==> src/rtl/store_station_scheduler_if.sv <==
// Bus bundle between the store scheduler, the issue stage, the reservation stations and the
// write buffer. The master side is the scheduler itself.
interface store_station_scheduler_if #(
  parameter int unsigned STATION_COUNT           = 4,
  parameter int unsigned REORDER_BUFFER_SIZE_LOG = 4,
  parameter int unsigned RESULT_FIFO_DEPTH       = 4
);
  localparam int unsigned CntW = $clog2(RESULT_FIFO_DEPTH) + 1;

  logic                                              flush;
  logic                                              issue_valid;
  logic [REORDER_BUFFER_SIZE_LOG-1:0]                issue_position;
  logic                                              issue_ready;
  logic [STATION_COUNT-1:0]                          station_select;
  logic [STATION_COUNT-1:0]                          station_busy;
  logic [STATION_COUNT-1:0]                          done_valid;
  logic [STATION_COUNT*REORDER_BUFFER_SIZE_LOG-1:0]  done_position;
  logic [STATION_COUNT*32-1:0]                       done_value;
  logic [STATION_COUNT*32-1:0]                       done_storeValue;
  logic [STATION_COUNT-1:0]                          done_ack;
  logic                                              writeBuffer_valid;
  logic                                              writeBuffer_ready;
  logic [REORDER_BUFFER_SIZE_LOG-1:0]                writeBuffer_position;
  logic [31:0]                                       writeBuffer_value;
  logic [31:0]                                       writeBuffer_storeValue;
  logic [CntW-1:0]                                   occupancy;

  modport master (
    input  flush, issue_valid, issue_position, station_busy, done_valid, done_position,
           done_value, done_storeValue, writeBuffer_ready,
    output issue_ready, station_select, done_ack, writeBuffer_valid, writeBuffer_position,
           writeBuffer_value, writeBuffer_storeValue, occupancy
  );

  modport slave (
    output flush, issue_valid, issue_position, station_busy, done_valid, done_position,
           done_value, done_storeValue, writeBuffer_ready,
    input  issue_ready, station_select, done_ack, writeBuffer_valid, writeBuffer_position,
           writeBuffer_value, writeBuffer_storeValue, occupancy
  );
endinterface

==> src/rtl/store_station_scheduler.sv <==
// Steers issued stores to free reservation stations, round-robin arbitrates finished stations
// into a small result FIFO and drains that FIFO into the single write-buffer port.
module store_station_scheduler #(
  parameter int unsigned STATION_COUNT           = 4,
  parameter int unsigned REORDER_BUFFER_SIZE_LOG = 4,
  parameter int unsigned RESULT_FIFO_DEPTH       = 4
) (
  input logic                       clk,
  input logic                       reset,
  store_station_scheduler_if.master bus
);
  localparam int unsigned StW  = $clog2(STATION_COUNT);
  localparam int unsigned PtrW = $clog2(RESULT_FIFO_DEPTH);
  localparam int unsigned CntW = PtrW + 1;
  localparam int unsigned TagW = REORDER_BUFFER_SIZE_LOG;

  logic [STATION_COUNT-1:0] reserved_q, reserved_d, free, issue_grant, done_grant;
  logic [StW-1:0]           issue_ptr_q, issue_ptr_d, done_ptr_q, done_ptr_d;
  logic [StW-1:0]           issue_idx, done_idx;
  logic                     issue_found, done_found;
  logic [PtrW-1:0]          head_q, head_d, tail_q, tail_d;
  logic [CntW-1:0]          count_q, count_d;
  logic [TagW-1:0]          pos_mem  [RESULT_FIFO_DEPTH];
  logic [31:0]              val_mem  [RESULT_FIFO_DEPTH];
  logic [31:0]              sval_mem [RESULT_FIFO_DEPTH];
  logic [TagW-1:0]          push_pos;
  logic [31:0]              push_val, push_sval;
  logic                     issue_ok, accept, full, pop, push_ok, push, wb_valid;
  logic                     unused_issue_position;

  // Returns {found, index} of the first request at or above ptr, wrapping.
  function automatic logic [StW:0] rr_pick(input logic [STATION_COUNT-1:0] req,
                                           input logic [StW-1:0] ptr);
    logic [StW:0] res;
    int           idx;
    res = '0;
    for (int k = STATION_COUNT - 1; k >= 0; k--) begin
      idx = (int'(ptr) + k) % int'(STATION_COUNT);
      if (req[idx]) res = {1'b1, StW'(idx)};
    end
    return res;
  endfunction

  assign unused_issue_position = ^bus.issue_position;

  always_comb begin
    free                       = ~bus.station_busy & ~reserved_q;
    issue_ok                   = (|free) & ~bus.flush & ~reset;
    {issue_found, issue_idx}   = rr_pick(free, issue_ptr_q);
    issue_grant                = issue_found ? (STATION_COUNT'(1) << issue_idx) : '0;
    accept                     = bus.issue_valid & issue_ok;

    wb_valid                   = (count_q != '0);
    pop                        = wb_valid & bus.writeBuffer_ready;
    full                       = (count_q == CntW'(RESULT_FIFO_DEPTH));
    push_ok                    = (~full | pop) & ~bus.flush & ~reset;
    {done_found, done_idx}     = rr_pick(bus.done_valid, done_ptr_q);
    done_grant                 = done_found ? (STATION_COUNT'(1) << done_idx) : '0;
    push                       = push_ok & done_found;

    push_pos  = '0;
    push_val  = '0;
    push_sval = '0;
    for (int i = 0; i < STATION_COUNT; i++) begin
      if (done_grant[i]) begin
        push_pos  = bus.done_position[i*TagW +: TagW];
        push_val  = bus.done_value[i*32 +: 32];
        push_sval = bus.done_storeValue[i*32 +: 32];
      end
    end
  end

  assign bus.issue_ready            = issue_ok;
  assign bus.station_select         = accept ? issue_grant : '0;
  assign bus.done_ack               = push ? done_grant : '0;
  assign bus.writeBuffer_valid      = wb_valid;
  assign bus.writeBuffer_position   = wb_valid ? pos_mem[head_q] : '0;
  assign bus.writeBuffer_value      = wb_valid ? val_mem[head_q] : '0;
  assign bus.writeBuffer_storeValue = wb_valid ? sval_mem[head_q] : '0;
  assign bus.occupancy              = count_q;

  always_comb begin
    // A reservation bridges the cycle between selection and the station raising busy.
    reserved_d  = (reserved_q & ~bus.station_busy) | bus.station_select;
    issue_ptr_d = issue_ptr_q;
    done_ptr_d  = done_ptr_q;
    if (accept) begin
      issue_ptr_d = (issue_idx == StW'(STATION_COUNT - 1)) ? '0 : issue_idx + StW'(1);
    end
    if (push) begin
      done_ptr_d = (done_idx == StW'(STATION_COUNT - 1)) ? '0 : done_idx + StW'(1);
    end
    head_d  = head_q + PtrW'(pop);
    tail_d  = tail_q + PtrW'(push);
    count_d = count_q + CntW'(push) - CntW'(pop);
    if (bus.flush) begin
      reserved_d = '0;
      head_d     = '0;
      tail_d     = '0;
      count_d    = '0;
    end
  end

  always_ff @(posedge clk or posedge reset) begin
    if (reset) begin
      reserved_q  <= '0;
      issue_ptr_q <= '0;
      done_ptr_q  <= '0;
      head_q      <= '0;
      tail_q      <= '0;
      count_q     <= '0;
    end else begin
      reserved_q  <= reserved_d;
      issue_ptr_q <= issue_ptr_d;
      done_ptr_q  <= done_ptr_d;
      head_q      <= head_d;
      tail_q      <= tail_d;
      count_q     <= count_d;
    end
  end

  // Storage needs no reset: head fields are masked to zero while the FIFO is empty.
  always_ff @(posedge clk) begin
    if (push) begin
      pos_mem[tail_q]  <= push_pos;
      val_mem[tail_q]  <= push_val;
      sval_mem[tail_q] <= push_sval;
    end
  end
endmodule

==> src/flat_wrapper.sv <==
// flat-port wrapper written by rule: the top's interface ports become plain ports
module store_station_scheduler_flat 
#(
  parameter int unsigned STATION_COUNT           = 4,
  parameter int unsigned REORDER_BUFFER_SIZE_LOG = 4,
  parameter int unsigned RESULT_FIFO_DEPTH       = 4
)
  (clk, reset, bus_flush, bus_issue_valid, bus_issue_position, bus_station_busy, bus_done_valid, bus_done_position, bus_done_value, bus_done_storeValue, bus_writeBuffer_ready, bus_issue_ready, bus_station_select, bus_done_ack, bus_writeBuffer_valid, bus_writeBuffer_position, bus_writeBuffer_value, bus_writeBuffer_storeValue, bus_occupancy);
  store_station_scheduler_if #(.STATION_COUNT(STATION_COUNT), .REORDER_BUFFER_SIZE_LOG(REORDER_BUFFER_SIZE_LOG), .RESULT_FIFO_DEPTH(RESULT_FIFO_DEPTH)) bus_i ();
  input logic clk;
  input logic reset;
  input wire logic [$bits(bus_i.flush)-1:0] bus_flush;
  input wire logic [$bits(bus_i.issue_valid)-1:0] bus_issue_valid;
  input wire logic [$bits(bus_i.issue_position)-1:0] bus_issue_position;
  input wire logic [$bits(bus_i.station_busy)-1:0] bus_station_busy;
  input wire logic [$bits(bus_i.done_valid)-1:0] bus_done_valid;
  input wire logic [$bits(bus_i.done_position)-1:0] bus_done_position;
  input wire logic [$bits(bus_i.done_value)-1:0] bus_done_value;
  input wire logic [$bits(bus_i.done_storeValue)-1:0] bus_done_storeValue;
  input wire logic [$bits(bus_i.writeBuffer_ready)-1:0] bus_writeBuffer_ready;
  output wire logic [$bits(bus_i.issue_ready)-1:0] bus_issue_ready;
  output wire logic [$bits(bus_i.station_select)-1:0] bus_station_select;
  output wire logic [$bits(bus_i.done_ack)-1:0] bus_done_ack;
  output wire logic [$bits(bus_i.writeBuffer_valid)-1:0] bus_writeBuffer_valid;
  output wire logic [$bits(bus_i.writeBuffer_position)-1:0] bus_writeBuffer_position;
  output wire logic [$bits(bus_i.writeBuffer_value)-1:0] bus_writeBuffer_value;
  output wire logic [$bits(bus_i.writeBuffer_storeValue)-1:0] bus_writeBuffer_storeValue;
  output wire logic [$bits(bus_i.occupancy)-1:0] bus_occupancy;
  assign bus_i.flush = bus_flush;
  assign bus_i.issue_valid = bus_issue_valid;
  assign bus_i.issue_position = bus_issue_position;
  assign bus_i.station_busy = bus_station_busy;
  assign bus_i.done_valid = bus_done_valid;
  assign bus_i.done_position = bus_done_position;
  assign bus_i.done_value = bus_done_value;
  assign bus_i.done_storeValue = bus_done_storeValue;
  assign bus_i.writeBuffer_ready = bus_writeBuffer_ready;
  assign bus_issue_ready = bus_i.issue_ready;
  assign bus_station_select = bus_i.station_select;
  assign bus_done_ack = bus_i.done_ack;
  assign bus_writeBuffer_valid = bus_i.writeBuffer_valid;
  assign bus_writeBuffer_position = bus_i.writeBuffer_position;
  assign bus_writeBuffer_value = bus_i.writeBuffer_value;
  assign bus_writeBuffer_storeValue = bus_i.writeBuffer_storeValue;
  assign bus_occupancy = bus_i.occupancy;
  store_station_scheduler #(.STATION_COUNT(STATION_COUNT), .REORDER_BUFFER_SIZE_LOG(REORDER_BUFFER_SIZE_LOG), .RESULT_FIFO_DEPTH(RESULT_FIFO_DEPTH)) u_core (.clk(clk), .reset(reset), .bus(bus_i));
endmodule
==> config.mk <==
export PLATFORM = sky130hd
export DESIGN_NAME = store_station_scheduler_flat
export DESIGN_NICKNAME = d
export VERILOG_FILES = /design/src/rtl/store_station_scheduler_if.sv /design/src/rtl/store_station_scheduler.sv /design/src/flat_wrapper.sv
export SDC_FILE = /design/constraint.sdc
export NUM_CORES = 1
export LEC_CHECK = 0
export BUFFER_PORTS_ARGS = -buffer_cell sky130_fd_sc_hd__buf_2
export CAP_MARGIN = 20
export CORE_MARGIN = 1.5
export CORE_UTILIZATION = 53
export DETAILED_ROUTE_END_ITERATION = 10
export PLACE_DENSITY = 0.79
export SKIP_CTS_REPAIR_TIMING = 1
export SLEW_MARGIN = 15
export SYNTH_ARGS = -nofsm -noshare
export SYNTH_HDL_FRONTEND = slang
export SYNTH_SLANG_ARGS = --single-unit
==> constraint.sdc <==
create_clock -name clk -period 8.5 [get_ports clk]
set_input_delay 0.85 -clock clk [delete_from_list [all_inputs] [get_ports clk]]
set_output_delay 0.85 -clock clk [all_outputs]
set_load 0.05 [all_outputs]
# == After elaboration in Yosys (flattened, before gate mapping) ==
# Memories as Yosys holds them, arrays and structs flattened.
# Cells that the tools add are included.
# op_classes
n_lt_le_gt_ge,8
addsub,12
mux,57
n_bitwise,22
shifts,2
reduce_logical,8
eq_ne,3
# ops
operator,n
two-way mux 32 bit,10
two-way mux 4 bit,10
two-way mux 3 bit,9
< comparator 3 x 4 -> 1 bit (second input constant),6
binary-select mux 1 bit (select 2 bit),8
two-way mux 1 bit,16
OR reduction 2 bit,6
adder 2 x 1 -> 2 bit (second input constant),4
adder 2 bit (second input constant),4
bitwise AND 4 bit,2
two-way mux 2 bit,4
inverter 4 bit,2
<< shifter 1 x 2 -> 4 bit (first input constant),2
bitwise AND 1 bit,7
bitwise AND 1 bit (first input constant),6
< comparator 2 x 3 -> 1 bit (second input constant),2
adder 2 x 1 -> 2 bit,2
equality test 2 bit (second input constant),2
bitwise OR 4 bit,1
OR reduction 4 bit,1
adder 3 x 1 -> 3 bit,1
equality test 3 bit (second input constant),1
inverter 1 bit,3
nonzero test 3 bit,1
other kinds (2),2
# totals
out_inout_bits,81
memories,3
elab_cells,121
ram_bits,272
input_bits,289
ff_bits,15
# memory_table
memory,depth,word_bits,read_ports,rd_ports_with_merged_regs,wr,line_no,rtl
u_core.sval_mem,4,32,1,0,1,store_station_scheduler.sv:25,logic [31:0] sval_mem [RESULT_FIFO_DEPTH];
u_core.val_mem,4,32,1,0,1,store_station_scheduler.sv:24,logic [31:0] val_mem [RESULT_FIFO_DEPTH];
u_core.pos_mem,4,4,1,0,1,store_station_scheduler.sv:23,logic [TagW-1:0] pos_mem [RESULT_FIFO_DEPTH];

# == Logic depth before layout (Yosys ltp) ==
# depth
ltp_word,16
ltp_mapped,14

# == Worst setup path before layout ==
# Ideal clock, no wire load.
# synth_timing
path_kind,input to register
from,in bus_flush
to,"mem u_core.pos_mem[0][0] in the netlist's numbering, enable pin"
n_path_buf,1
arrival_time_ns,6.410
required_ns,7.908
cell_stages,3
slack_ns,1.498
path_cell_list,nor4_2 > buf_2 > nor3b_1
# synth_via
elab_chain_cells,6
# synth_lines
item,line_no,rtl
from (decl),flat_wrapper.sv:12,input wire logic [$bits(bus_i.flush)-1:0] bus_flush;
inverter 1 bit,store_station_scheduler.sv:56,push_ok = (~full | pop) & ~bus.flush & ~reset;
bitwise AND 1 bit (2 in a row),store_station_scheduler.sv:56,
bitwise AND 1 bit,store_station_scheduler.sv:59,push = push_ok & done_found;
via u_core.push,store_station_scheduler.sv:28,"logic issue_ok, accept, full, pop, push_ok, push, wb_valid;"
two-way mux 1 bit,store_station_scheduler.sv:124,if (push) begin
two-way mux 1 bit (implied by the code),store_station_scheduler.sv:125,pos_mem[tail_q] <= push_pos;
to (decl),store_station_scheduler.sv:23,
# The timed path passes the listed nets, and every way through them passes these cells.

# == Worst setup path after layout ==
# layout_timing
from,reg u_core.done_ptr_q[1]
to,out bus_done_ack[1]
# layout_via
elab_chain_cells,11
# layout_lines
item,line_no,rtl
from (decl),store_station_scheduler.sv:18,"logic [StW-1:0] issue_ptr_q, issue_ptr_d, done_ptr_q, done_ptr_d;"
from (signal assigned),store_station_scheduler.sv:115,done_ptr_q <= done_ptr_d;
adder 2 bit,store_station_scheduler.sv:38,idx = (int'(ptr) + k) % int'(STATION_COUNT);
binary-select mux 1 bit (select 2 bit),store_station_scheduler.sv:39,"if (req[idx]) res = {1'b1, StW'(idx)};"
two-way mux 1 bit (implied by the code) (2 in a row),store_station_scheduler.sv:39,
two-way mux 3 bit (3 in a row),store_station_scheduler.sv:39,
two-way mux 3 bit (*),store_station_scheduler.sv:39,
<< shifter 1 x 2 -> 4 bit,store_station_scheduler.sv:58,done_grant = done_found ? (STATION_COUNT'(1) << done_idx) : '0;
two-way mux 4 bit,store_station_scheduler.sv:58,
two-way mux 4 bit (*),store_station_scheduler.sv:75,assign bus.done_ack = push ? done_grant : '0;
to (decl),flat_wrapper.sv:23,output wire logic [$bits(bus_i.done_ack)-1:0] bus_done_ack;
# Every way passes the cells marked *; elsewhere a longest branch is shown, timed or not. The select of a mux whose other input is x is not followed.

==> reports/results.ini <==
[run_status]
status = finished clean

[power_and_ir_drop]
p_clk_frac = 0.219
p_int_uw = 3480
p_sw_frac = 0.400
p_leak_uw = 0.00633
p_switching_uw = 2320
ir_drop_v = 0.000219
combinationalPowerShare = 0.440
seqPwrFrac = 0.341
p_per_area_nw_per_um2 = 347

[synthesis]
syn-instance-count = 956
synth_edf_count = 272
synth-seq-area-share = 0.621
synth_top_cell_by_area = edfxtp_1
synth.avg_cell_area_sq_um = 14.4
yosys_most_used_dff = edfxtp_1
synth_cell_types = 47
synth_nets = 1258
yosysTopAreaCellShare = 0.594
async_flop_share = 0.0523
ys_seq_elements = 287
synth_area_leaders = edfxtp_1 59%, mux4_2 11%, and2_1 3.5%, nor2b_1 3.5%, a221oi_1 3.4%
syn-cell-area_sq_um = 13800
yosysWarnings = 0

[clocking]
cts_tree = done
path_clk_slew_ns = 0.06
cts_root_buf = clkbuf_16
cts-htree-levels = 1
cts_buffer_depth = 3
numCtsBuffers = 28
clk_latency_ns = 0.53
cts.sinks = 287

[drt]
vias_per_cell = 5.82
firstDrtPassIters = 5
avgRoutedWirePerCell_um = 20.0
drc = 0
ant_nets = 0
drtIter0Drc = 641
wirelength_um = 32700
vias = 9503

[global_routing]
grt_max_degree = 77
grt-ovfl-total = 0
antenna_found_initial = 0
grt_pass1_vias = 9456
grt_first_pass_wirelength_um = 49200
track_usage = 0.240

[timing]
setup_viol = 0
worstMarginPinSlew_ns = 1.07
final.setup.tns_ns = 0
min_period_ns = 4.30
rsz0062_at_grt = no
slew_violations = 0
hold_violations = 0
max-slew-margin-rel = 0.289
fin_crit_sh = 0.506
fmax_mhz = 232
clock_skew_ns = 0.0188

[cells_and_area]
fillers = 1865
multi_input_area_sq_um = 4830
n_antenna_cell = 0
regArea_sq_um = 8550
drive_gt1_frac = 0.400
area_growth_pct = 21.5
fin_util = 0.660
nets = 1584

[place]
gp_congestion = 0.798
dp_hpwl_um = 21000
io_buffers = 365

[die]
rows = 58
start_util = 0.543
ios = 370
dieHeight_um = 164
core_sq_um = 25300
die_area_sq_um = 26900
die_width_um = 164

[setup_path]
worstRegToRegCells = 11
required_ns = 7.65
critPathMaxFanout = 45
cp-end-kind = primary output
worstSetupPathType = reg2out
r2r-end = u_core.pos_mem[3][2]
startpoint_type = register
critPathArrivalTime_ns = 3.45
endpoint = bus_done_ack[1]
critical_path.startpoint = u_core.done_ptr_q[1]
r2r_slack_ns = 4.81
worstReg2RegStart = u_core.done_ptr_q[1]

[hold_path]
hold_path_class = in2async

[job]
max-cap-violations = 0

-- logic make-up after synthesis --
kind of cell             count (synthesis)  synth area share
AND/OR/NAND/NOR                        329             0.128
flip-flops                             287             0.621
AO/OA/AOI/OAI                          161            0.0871
buffers and inverters                   89            0.0330
multiplexers                            73             0.116
adder cells (fa/ha/maj)                 13            0.0124
XOR/XNOR                                 4           0.00255
-- cells in the final DEF (no fill, tap or decap), drive strengths merged, types with 2 or more instances in the layout --
master  count
bufinv      5
nor2       88
nor2b      77
clkbuf     33
o22a        2
mux4       68
nand2       6
and2       77
o311a       2
o21ai       4
inv         7
dfrtp      15
edfxtp    272
ha         12
nor4        3
nor3       71
a21oi      77
mux2i       2
clkinv     12
a221oi     68
mux2        3
buf       378
xnor2       3
-- layer usage --
metal	global-route usage	wire (um)	vias up	part of all wire
met5	0	0	-	0
met4	0.0789	913	0	0.028
met3	0.0338	1930	62	0.059
met2	0.417	16800	349	0.51
met1	0.312	13100	4722	0.40
li1	-	-	4370	-
-- synthesized netlist by cell type (3+ instances only) --
cell type and number:
nor2_1 88, a221oi_1 53, xnor2_1 3, nor3_1 71, buf_12 3, ha_1 12
clkbuf_1 51, buf_6 5, edfxtp_1 272, buf_2 21, inv_1 7, dfrtp_1 15
a221oi_2 15, a21oi_1 77, mux4_2 68, o21ai_0 3, nand2_1 6, nor2b_1 76
and2_1 77
-- per-stage QoR --
step | setup WS (ns) | instance area (sq um) | cells | power (uW) | hold slack (ns)
finish | 4.20 | 16700 | 1633 | 5790 | 0.406
global route | 4.01 | 16700 | 1633 | 6070 | 0.438
CTS | 4.24 | 16700 | 1633 | 5830 | 0.406
detailed placement | 4.27 | 15800 | 1582 | 4560 | 0.567
global placement | 4.35 | 15700 | 1581 | 4490 | 0.555
floorplan | 1.50 | 13800 | 956 | 3950 | 0.518
-- cell type report --
| cell class | instances | share of cell area |
|---|---|---|
| tap | 330 | 0.0247 |
| inverter | 7 | 0.00157 |
| timing repair buffer | 378 | 0.116 |
| clock inverter | 18 | 0.0129 |
| multi-input combinational | 580 | 0.289 |
| clock buffer | 33 | 0.0443 |
| sequential | 287 | 0.512 |
-- registers in the layout (all words and copies together) (netlist names) --
register,flops
u_core.val_mem,128
u_core.sval_mem,128
u_core.bus.occupancy,3
u_core.issue_ptr_q,2
u_core.head_q,2
u_core.reserved_q,4
u_core.pos_mem,16
u_core.tail_q,2
u_core.done_ptr_q,2
-- how the worst min path moves through the flow --
stage,from,slack (ns),to,cells after the start
after floorplan,u_core.done_ptr_q[0],0.52,u_core.done_ptr_q[0],2
after global placement,u_core.done_ptr_q[0],0.56,u_core.done_ptr_q[0],2
after detailed placement,u_core.done_ptr_q[0],0.57,u_core.done_ptr_q[0],2
after CTS,reset,0.41,u_core.done_ptr_q[1],2
after global routing,reset,0.44,u_core.reserved_q[2],2
final,reset,0.41,u_core.reserved_q[2],2
-- power groups by stage --
stage	combinational (uW)	clock, uW	sequential [uW]
floorplan	2010	0	1940
global placement	2490	0	2000
detailed placement	2550	0	2010
CTS	2560	1290	1980
global route	2740	1340	2000
finish	2550	1270	1980
-- worst max-delay path, stage by stage (launching register included) --
cell	delay [ns]
dfrtp_1	0.43
mux2i_1	0.21
nor2_1	0.06
nor3_1	0.62
ha_4	0.49
buf_4	0.59
and2_1	0.22
buf_2	0.26
Power figures use the tool's default switching activity.
